## config.mk

```make
export PLATFORM = sky130hd
export DESIGN_NAME = svga_playfield_renderer
export DESIGN_NICKNAME = d
export VERILOG_FILES = /design/src/rtl/svga_playfield_renderer.sv
export SDC_FILE = /design/constraint.sdc
export NUM_CORES = 2
export LEC_CHECK = 0
export BUFFER_PORTS_ARGS = -buffer_cell sky130_fd_sc_hd__buf_2
export CORE_ASPECT_RATIO = 0.5
export CORE_MARGIN = 5
export CORE_UTILIZATION = 35
export DETAILED_ROUTE_END_ITERATION = 8
export PLACE_DENSITY = 0.49
export SYNTH_ARGS = -nofsm -noshare
export SYNTH_HDL_FRONTEND = slang
export SYNTH_SLANG_ARGS = --single-unit
```

## constraint.sdc

```tcl
create_clock -name clk -period 3.3 [get_ports clk]
set_input_delay 0.825 -clock clk [delete_from_list [all_inputs] [get_ports clk]]
set_output_delay 0.825 -clock clk [all_outputs]
set_load 0.005 [all_outputs]
```

## src/rtl/svga_playfield_renderer.sv

```systemverilog
// Purpose : renders a double-buffered 10x20 tile map into the SVGA Tetris playfield and
//           forwards HS/VS/blank aligned with the colour (define GRID_LINES_EN for a 1-pixel tile grid).
// Latency : 2 cycles from row/col/sync/blank in to rgb/sync/blank out; writes and swaps never stall.
// Ports   : clk/reset_n; row_in/col_in/hs_in/vs_in/blank_in from the timing generator;
//           wr_en/wr_x/wr_y/wr_color back-buffer write; swap_req -> swap_pend/swap_done;
//           wr_err flags a dropped write; rgb_out/hs_out/vs_out/blank_out to the DAC.
module svga_playfield_renderer #(
    parameter int ORIGIN_ROW = 50,
    parameter int ORIGIN_COL = 300,
    parameter int TILE_H     = 25,
    parameter int TILE_W     = 20,
    parameter int PF_ROWS    = 20,
    parameter int PF_COLS    = 10,
    parameter int BORDER     = 4,
    parameter int V_VISIBLE  = 600
) (
    input  logic        clk,
    input  logic        reset_n,
    input  logic [9:0]  row_in,
    input  logic [9:0]  col_in,
    input  logic        hs_in,
    input  logic        vs_in,
    input  logic        blank_in,
    input  logic        wr_en,
    input  logic [3:0]  wr_x,
    input  logic [4:0]  wr_y,
    input  logic [2:0]  wr_color,
    input  logic        swap_req,
    output logic        swap_pend,
    output logic        swap_done,
    output logic        wr_err,
    output logic [23:0] rgb_out,
    output logic        hs_out,
    output logic        vs_out,
    output logic        blank_out
);

    localparam logic [9:0] FIELD_R0  = 10'(ORIGIN_ROW);
    localparam logic [9:0] FIELD_R1  = 10'(ORIGIN_ROW + TILE_H * PF_ROWS);
    localparam logic [9:0] FIELD_C0  = 10'(ORIGIN_COL);
    localparam logic [9:0] FIELD_C1  = 10'(ORIGIN_COL + TILE_W * PF_COLS);
    localparam logic [9:0] BRD_R0    = 10'(ORIGIN_ROW - BORDER);
    localparam logic [9:0] BRD_R1    = 10'(ORIGIN_ROW + TILE_H * PF_ROWS + BORDER);
    localparam logic [9:0] BRD_C0    = 10'(ORIGIN_COL - BORDER);
    localparam logic [9:0] BRD_C1    = 10'(ORIGIN_COL + TILE_W * PF_COLS + BORDER);
    localparam logic [9:0] VBL_ROW   = 10'(V_VISIBLE);
    localparam logic [4:0] SUBX_LAST = 5'(TILE_W - 1);
    localparam logic [4:0] SUBY_LAST = 5'(TILE_H - 1);
    localparam logic [3:0] N_COLS    = 4'(PF_COLS);
    localparam logic [4:0] N_ROWS    = 5'(PF_ROWS);

    localparam logic [23:0] RGB_BG     = 24'h202020;
    localparam logic [23:0] RGB_BORDER = 24'h146450;
`ifdef GRID_LINES_EN
    localparam logic [23:0] RGB_GRID   = 24'h101010;
`endif

    typedef enum logic {
        S_IDLE,
        S_PEND
    } swap_state_t;

    function automatic logic [23:0] palette(input logic [2:0] code);
        logic [23:0] c;
        case (code)
            3'd1:    c = 24'h00FDFF;
            3'd2:    c = 24'hFFFF00;
            3'd3:    c = 24'hFF00FF;
            3'd4:    c = 24'h0000FF;
            3'd5:    c = 24'hFF8000;
            3'd6:    c = 24'h00FF00;
            3'd7:    c = 24'hFF0000;
            default: c = 24'h000000;
        endcase
        return c;
    endfunction

    // Tile buffers: game logic only ever touches back_q; front_q is what gets displayed.
    logic [2:0] back_q  [PF_ROWS][PF_COLS];
    logic [2:0] front_q [PF_ROWS][PF_COLS];

    // Stage 1 registers
    logic [9:0] row_q, col_q;
    logic       hs1_q, vs1_q, blank1_q;
    logic [3:0] tx_q, tx_d;
    logic [4:0] ty_q, ty_d;
    logic [4:0] sub_x_q, sub_x_d;
    logic [4:0] sub_y_q, sub_y_d;

    // Stage 2 registers
    logic [23:0] rgb_q, rgb_d;
    logic        hs2_q, vs2_q, blank2_q;

    // Control
    swap_state_t state_q, state_d;
    logic        do_swap;
    logic        swap_done_q, wr_err_q;
    logic        vblank_entry, wr_ok;
    logic        in_field, in_border;
    logic [2:0]  tile_code;

    assign vblank_entry = (row_in == VBL_ROW) && (col_in == 10'd0);
    assign wr_ok        = (wr_x < N_COLS) && (wr_y < N_ROWS);

    // Tile position is tracked incrementally rather than divided out of row/col.
    // The counters free-run outside the field; only in-field values are ever used.
    always_comb begin
        tx_d    = tx_q;
        sub_x_d = sub_x_q;
        ty_d    = ty_q;
        sub_y_d = sub_y_q;
        if (col_in == FIELD_C0) begin
            tx_d    = '0;
            sub_x_d = '0;
        end else if (sub_x_q == SUBX_LAST) begin
            tx_d    = tx_q + 4'd1;
            sub_x_d = '0;
        end else begin
            sub_x_d = sub_x_q + 5'd1;
        end
        if (row_in == FIELD_R0) begin
            ty_d    = '0;
            sub_y_d = '0;
        end else if (col_in == 10'd0) begin
            if (sub_y_q == SUBY_LAST) begin
                ty_d    = ty_q + 5'd1;
                sub_y_d = '0;
            end else begin
                sub_y_d = sub_y_q + 5'd1;
            end
        end
    end

    always_ff @(posedge clk or negedge reset_n) begin
        if (!reset_n) begin
            row_q    <= '0;
            col_q    <= '0;
            hs1_q    <= 1'b0;
            vs1_q    <= 1'b0;
            blank1_q <= 1'b1;
            tx_q     <= '0;
            ty_q     <= '0;
            sub_x_q  <= '0;
            sub_y_q  <= '0;
        end else begin
            row_q    <= row_in;
            col_q    <= col_in;
            hs1_q    <= hs_in;
            vs1_q    <= vs_in;
            blank1_q <= blank_in;
            tx_q     <= tx_d;
            ty_q     <= ty_d;
            sub_x_q  <= sub_x_d;
            sub_y_q  <= sub_y_d;
        end
    end

    assign in_field  = (row_q >= FIELD_R0) && (row_q < FIELD_R1) &&
                       (col_q >= FIELD_C0) && (col_q < FIELD_C1);
    assign in_border = (row_q >= BRD_R0) && (row_q < BRD_R1) &&
                       (col_q >= BRD_C0) && (col_q < BRD_C1);

    // Colour priority: blank, field tile, border ring, background.
    always_comb begin
        tile_code = '0;
        if ((ty_q < N_ROWS) && (tx_q < N_COLS)) begin
            tile_code = front_q[ty_q][tx_q];
        end
        rgb_d = RGB_BG;
        if (blank1_q) begin
            rgb_d = '0;
        end else if (in_field) begin
            rgb_d = palette(tile_code);
`ifdef GRID_LINES_EN
            if ((sub_x_q == 5'd0) || (sub_y_q == 5'd0)) begin
                rgb_d = RGB_GRID;
            end
`endif
        end else if (in_border) begin
            rgb_d = RGB_BORDER;
        end
    end

    always_ff @(posedge clk or negedge reset_n) begin
        if (!reset_n) begin
            rgb_q    <= '0;
            hs2_q    <= 1'b0;
            vs2_q    <= 1'b0;
            blank2_q <= 1'b1;
        end else begin
            rgb_q    <= rgb_d;
            hs2_q    <= hs1_q;
            vs2_q    <= vs1_q;
            blank2_q <= blank1_q;
        end
    end

    // Swaps do not queue: a request while pending is absorbed, and a request landing on
    // the vblank-entry cycle itself only arms the swap for the following frame.
    always_comb begin
        state_d = state_q;
        do_swap = 1'b0;
        case (state_q)
            S_IDLE: begin
                if (swap_req) begin
                    state_d = S_PEND;
                end
            end
            S_PEND: begin
                if (vblank_entry) begin
                    state_d = S_IDLE;
                    do_swap = 1'b1;
                end
            end
            default: state_d = S_IDLE;
        endcase
    end

    always_ff @(posedge clk or negedge reset_n) begin
        if (!reset_n) begin
            state_q     <= S_IDLE;
            swap_done_q <= 1'b0;
            wr_err_q    <= 1'b0;
        end else begin
            state_q     <= state_d;
            swap_done_q <= do_swap;
            wr_err_q    <= wr_en && !wr_ok;
        end
    end

    // The copy samples back_q before this edge's write, so a coincident write
    // lands in the back buffer only and shows up after the next swap.
    always_ff @(posedge clk or negedge reset_n) begin
        if (!reset_n) begin
            for (int r = 0; r < PF_ROWS; r++) begin
                for (int c = 0; c < PF_COLS; c++) begin
                    back_q[r][c]  <= '0;
                    front_q[r][c] <= '0;
                end
            end
        end else begin
            if (wr_en && wr_ok) begin
                back_q[wr_y][wr_x] <= wr_color;
            end
            if (do_swap) begin
                front_q <= back_q;
            end
        end
    end

    assign swap_pend = (state_q == S_PEND);
    assign swap_done = swap_done_q;
    assign wr_err    = wr_err_q;
    assign rgb_out   = rgb_q;
    assign hs_out    = hs2_q;
    assign vs_out    = vs2_q;
    assign blank_out = blank2_q;

endmodule

```

# Word-level counts from Yosys, hierarchy flattened
# Index checks and enable logic that the tools add are counted.
dict set report op_classes {
  add_sub_neg 4
  n_lt_le_gt_ge 18
  eq_ne 12
  muxes 31
  bitwise 5
  reduce_logical 19
}
# op count
set ops {}
lappend ops {{$bwmux 600} 1}
lappend ops {{$pmux 24 s7} 1}
lappend ops {{$bmux 30 s5} 1}
lappend ops {{$demux 30 s5} 1}
lappend ops {{$mux 30} 3}
lappend ops {{$mux 24} 2}
lappend ops {{$mux 5} 8}
lappend ops {{$mux 22} 1}
lappend ops {{$ge 10x6->1 const B} 2}
lappend ops {{$ge 10x9->1 const B} 2}
lappend ops {{$lt 10x10->1 const B} 2}
lappend ops {{$lt 10x9->1 const B} 2}
lappend ops {{$add 5x1->5 const B} 3}
lappend ops {{$logic_and 1x1->1} 13}
lappend ops {{$bmux 3 s4} 1}
lappend ops {{$demux 3 s4} 1}
lappend ops {{$eq 3x3->1 const B} 4}
lappend ops {{$ge 6x6->1 const B} 2}
lappend ops {{$mux 3} 4}
lappend ops {{$not 5->6} 2}
lappend ops {{$eq 10x10->1 const B} 1}
lappend ops {{$eq 10x6->1 const B} 1}
lappend ops {{$eq 10x9->1 const B} 1}
lappend ops {{$eq 5x5->1 const B} 2}
lappend ops {{17 further kinds} 28}
dict set report word_totals {
  register_bits 1272
  inputBits 39
  out_inout_bits 30
  wordCells 505
}

# Logic depth before layout (Yosys ltp)
dict set report depth {
  word_depth 12
  mapped_depth 15
  ltp_nobuf 10
}

# Worst setup path after synthesis
# OpenSTA, ideal clock, no wires.
dict set report synth_path {
  kind {reg2reg}
  from {register ty_q[1]}
  to {register rgb_q[5] (netlist: rgb_out[5])}
  setup_ns 0.138
  arrival_time_ns 2.906
  required_time_ns 3.162
  setup_slack_ns 0.256
  stages_incl_launch_ff 15
  path_buffers 4
  period_less_slack_ns 3.044
  path_cell_list {dfrtp_1 buf_4 buf_2 buf_2 buf_2 mux2i_1 a22oi_1 nand3_1 a2111oi_1 nor4_2 o22ai_1 inv_1 ha_1 o21ai_1 a311oi_2}
}
dict set report synth_via {
  elab_chain_len 12
  elab_cells_between_ends 20
  classes_between {order compare: 1; eq/ne: 7; mux: 10; bitwise: 1; reduce/logical: 1}
}
# element line
set synth_rtl {}
lappend synth_rtl {{start, declared} 86} ;# logic [4:0] ty_q, ty_d;
lappend synth_rtl {{start signal, assigned} 152} ;# ty_q <= ty_d;
lappend synth_rtl {{$not 5->6 (not written as such)} 167} ;# tile_code = front_q[ty_q][tx_q];
lappend synth_rtl {{$bmux 30 s5} 167}
lappend synth_rtl {{$mux 30 (not written as such) (2 in series)} 167}
lappend synth_rtl {{$bmux 3 s4} 167}
lappend synth_rtl {{$mux 3 (not written as such) (2 in series)} 167}
lappend synth_rtl {{$mux 3 *} 166} ;# if ((ty_q < N_ROWS) && (tx_q < N_COLS)) begin
lappend synth_rtl {{$eq 3x3->1, or another cell as far along} 65} ;# case (code)
lappend synth_rtl {{$pmux 24 s7 *} 65}
lappend synth_rtl {{$mux 24 *} 172} ;# end else if (in_field) begin
lappend synth_rtl {{$mux 24 *} 170} ;# if (blank1_q) begin
lappend synth_rtl {{net rgb_d[5]} 91} ;# logic [23:0] rgb_q, rgb_d;
lappend synth_rtl {{end signal, assigned} 191} ;# rgb_q <= rgb_d;
lappend synth_rtl {{end, declared} 91}
# The timed path passes the listed nets; every way through them passes the cells marked *. The select of a mux whose other input is x is not followed.
# A chain may end at the register's enable or synchronous reset.

# Final worst setup path
dict set report layout_path {
  from {register ty_q[0]}
  to {register rgb_q[20] (netlist: rgb_out[20])}
}
dict set report layout_via {
  elab_chain_len 12
  elab_cells_between_ends 20
  classes_between {order compare: 1; eq/ne: 7; mux: 10; bitwise: 1; reduce/logical: 1}
}
# element line
set layout_rtl {}
lappend layout_rtl {{$not 5->6 (not written as such)} 167}
lappend layout_rtl {{$bmux 30 s5} 167}
lappend layout_rtl {{$mux 30 (not written as such) (2 in series)} 167}
lappend layout_rtl {{$bmux 3 s4} 167}
lappend layout_rtl {{$mux 3 (not written as such) (2 in series)} 167}
lappend layout_rtl {{$mux 3 *} 166}
lappend layout_rtl {{$eq 3x3->1, or another cell as far along} 65}
lappend layout_rtl {{$pmux 24 s7 *} 65}
lappend layout_rtl {{$mux 24 *} 172}
lappend layout_rtl {{$mux 24 *} 170}
# Mark *: on every way between the ends. The rest lies on a longest branch, timed or not. The select of a mux whose other input is x is not followed.

==> flow_summary.yaml <==
detailed_routing:
  viasPerCell: 5.08
  wirelength_um: 163000
  drcViolationCount: 0
  top_layer: "met4"
  route.met2.wl_um: 72300
  via_count: 36300
  wl_per_cell_um: 22.7
  wl_met3_um: 10300
  drt_pass1_iterations: 6
  antenna_left: 0
  first_iter_violations: 2789
  m1WireLength_um: 76700
final_layout:
  syn_to_final_growth_pct: 17.9
  drive_gt1_share_pct: 26.9
  nFillCells: 14400
  nets: 5082
  final_util_pct: 41.4
synthesis:
  synthArstFlopShare_pct: 100
  yosysWarnings: 0
  syn_area_mm2: 0.0532
  synth_cell_type_count: 77
  synth-main-ff-cell: "dfrtp_1"
  yosysSeqAreaShare_pct: 59.1
  synth_seq_cells: 1256
  synth.avg_cell_area_um2: 11.1
  synth_nets: 4829
  synth_cells: 4782
  synth_edf_count: 0
global_route:
  grt_pass1_vias: 37600
  overflow: 0
  grt_pass1_wl_um: 248000
  track_usage_pct: 20.2
  grt_start_max_net_pins: 133
  grt_antenna_before_repair: 4
clocking:
  path_clk_slew_ns: 0.07
  clk_latency_ns: 0.74
  numCtsBuffers: 118
  cts_htree_levels: 3
  cts_tree: "yes"
  root_buffer: "clkbuf_16"
  cts_num_sinks: 1256
  clk_path_buf_depth: 3
floorplan:
  io-pin-count: 69
  core_mm2: 0.151
  die_w_um: 561
  row_count: 101
  start_util_pct: 35.1
  die_h_um: 286
  dieArea_mm2: 0.160
power_and_ir_drop:
  leakagePower_nw: 32.8
  power.density_mw_per_mm2: 512
  peakVddDrop_mv: 0.413
  p_total_w: 0.0321
worst_setup_path:
  reg2reg_depth: 11
  crit_path_max_incr_delay_ns: 0.58
  crit_slowest_cell: "mux4_1"
  cp.depth: 11
  cp.arrival_ns: 4.03
  worstReg2RegEnd: "rgb_out[20]"
  r2r_setup_slack_ns: -0.12
  crit_family: "multiplexers"
  path_class: "register to register"
  cp_common_cell: "buf_4"
  path_buf_inv: 4
  start_kind: "register"
  crit_chain: "buf_12 > buf_4 > mux4_1 > mux4_2 > a221oi_2 > nor2_2 > a2111oi_4 > buf_6 > mux2i_1 > buf_4 > a21oi_1"
  critPathMaxFanout: 7
  timing.rr.start: "ty_q[0]"
  endpoint_kind: "register"
  worstPathRequired_ns: 3.92
status:
  violations: "setup timing"
  status: "complete, but fails checks"
timing:
  setup_tns_ns: -0.651
  worst_slew_pin_slew_ns: 0.736
  period_share_pct: 104
  relSlewSlack_pct: 49.6
  finalClockSkew_ns: 0.0429
  max_freq_mhz: 293
  period_minus_slack_ns: 3.42
  setup_viol: 8
  finalMaxSlewViolations: 0
  worst_slack_ns: -0.117
  rsz0062_at_grt: "yes"
  hold_viol: 0
job:
  cap_viol_max_count: 0
min_path:
  min_path_cells: 1
  hold_path.class: "primary input to register"
  hp-start: "hs_in"
  timing.hold.worst_endpoint: "hs1_q"
place:
  gp_congestion: 0.905
  detailed_place_hpwl_um: 109000
  io_buffers: 68
==> repair_timing <==
action	in CTS	in global routing
setup endpoints to repair	11	10
gates resized for setup	42	46
hold buffers	1	0
cloned	1	2
setup buffers	14	9
pin swaps	7	18
hold endpoints to repair	13	0
==> worst register-to-register path, stage by stage, from the launching register on <==
cell and delay [ns]:
dfrtp_4 0.51, buf_12 0.19, buf_4 0.18, mux4_1 0.58, mux4_2 0.55, a221oi_2 0.36
nor2_2 0.08, a2111oi_4 0.21, buf_6 0.21, mux2i_1 0.20, buf_4 0.14, a21oi_1 0.07
==> stage by stage <==
stage	worst slack, ns	std cells	hold WS (ns)	instance area [um2]
floorplan	0.256	4782	0.331	53200
global placement	-0.484	6898	0.332	58100
detailed placement	-0.484	6898	0.336	58100
CTS	-0.0928	7135	0.115	62400
global route	-0.184	7145	0.129	62700
finish	-0.117	7145	0.191	62700
==> report_power, final <==
group          total, W  switching [W]  internal (W)
Combinational   0.00222        0.00142      0.000800
Sequential       0.0157       0.000138        0.0156
Clock            0.0142        0.00620       0.00795
Total            0.0321        0.00776        0.0244
==> cells in the mapped netlist (all sizes together) (3+ instances only) <==
cell type	count	share of area, %
buf	61	0.88
a21boi	6	0.085
or2	6	0.071
mux2	601	13
a22o	3	0.049
mux2i	101	1.9
clkbuf	236	1.7
o22ai	18	0.21
a21oi	20	0.19
nand4	9	0.11
xnor2	6	0.099
nor3b	5	0.080
nand3b	6	0.092
a31oi	5	0.059
inv	18	0.13
nor4	7	0.094
o221ai	6	0.099
o21ai	23	0.22
nor3	13	0.12
dfrtp	1254	59
a221oi	3	0.049
a2111oi	4	0.10
nand4b	3	0.049
nand3	20	0.19
a21o	3	0.042
or3	4	0.056
mux4	112	4.9
nand2b	8	0.094
nor2b	11	0.13
a22oi	29	0.42
nor2	208	1.5
o211ai	6	0.085
and2	4	0.047
o211a	5	0.094
nand2	1911	13
ha	8	0.19
a211oi	9	0.14
==> cells by family after synthesis <==
| kind of cell | count (synthesis) | share of synthesized area [%] |
|---|---|---|
| AND/OR/NAND/NOR | 2229 | 16.3 |
| flip-flops | 1256 | 59.1 |
| multiplexers | 814 | 19.5 |
| buffers and inverters | 315 | 2.68 |
| AO/OA/AOI/OAI | 152 | 2.04 |
| XOR/XNOR | 8 | 0.132 |
| adder cells (fa/ha/maj) | 8 | 0.188 |
==> per-layer routing <==
layer  global-route usage [%]  up-vias
li1                         -    16300
met1                     29.7    19000
met2                     30.9      814
met3                     4.30      181
met4                     4.29        0
met5                        0        -
==> worst max-delay path by stage <==
stage	from	to	slack (ns)
4_1_cts	ty_q[0]	rgb_out[5]	-0.09
6_report	ty_q[0]	rgb_out[20]	-0.12
3_5_place_dp	ty_q[0]	rgb_out[5]	-0.48
2_1_floorplan	ty_q[1]	rgb_out[5]	0.26
3_3_place_gp	ty_q[0]	rgb_out[5]	-0.48
5_1_grt	ty_q[0]	rgb_out[5]	-0.18
==> sequential cells by signal (all words and copies together), names as in the netlist <==
signal,count
wr_err,1
blank1_q,1
tx_q,4
rgb_out,11
ty_q,5
hs_out,1
back_q,600
swap_done,1
sub_y_q,5
blank_out,1
hs1_q,1
sub_x_q,5
front_q,600
swap_pend,1
vs1_q,1
row_q,9
vs_out,1
col_q,8
==> final cells by class <==
cell class / instances / area, um2 / area share (%)
flip-flops and latches: 1256 / 31400 / 50.2
multi-input cells: 3211 / 20600 / 32.9
repair buffers: 430 / 4060 / 6.47
clock buffers: 179 / 3420 / 5.46
well taps: 2008 / 2510 / 4.01
clock inverters: 42 / 537 / 0.856
inverters: 18 / 75.1 / 0.120
diodes: 1 / 2.50 / 0.00399
==> layout by cell type (no fill, tap or decap), types with 21 or more instances in the layout <==
master | synthesis | final
a22oi_1 | 28 | 23
buf_12 | 5 | 66
buf_2 | 25 | 64
buf_4 | 25 | 278
clkbuf_1 | 235 | 38
clkbuf_16 | 0 | 121
clkbuf_8 | 0 | 22
clkinv_2 | 0 | 21
dfrtp_1 | 1254 | 1252
mux2_2 | 601 | 601
mux2i_1 | 101 | 97
mux4_2 | 91 | 98
nand2_1 | 1911 | 1910
nor2_1 | 208 | 206
No activity file was read; power rests on OpenSTA's default activity.
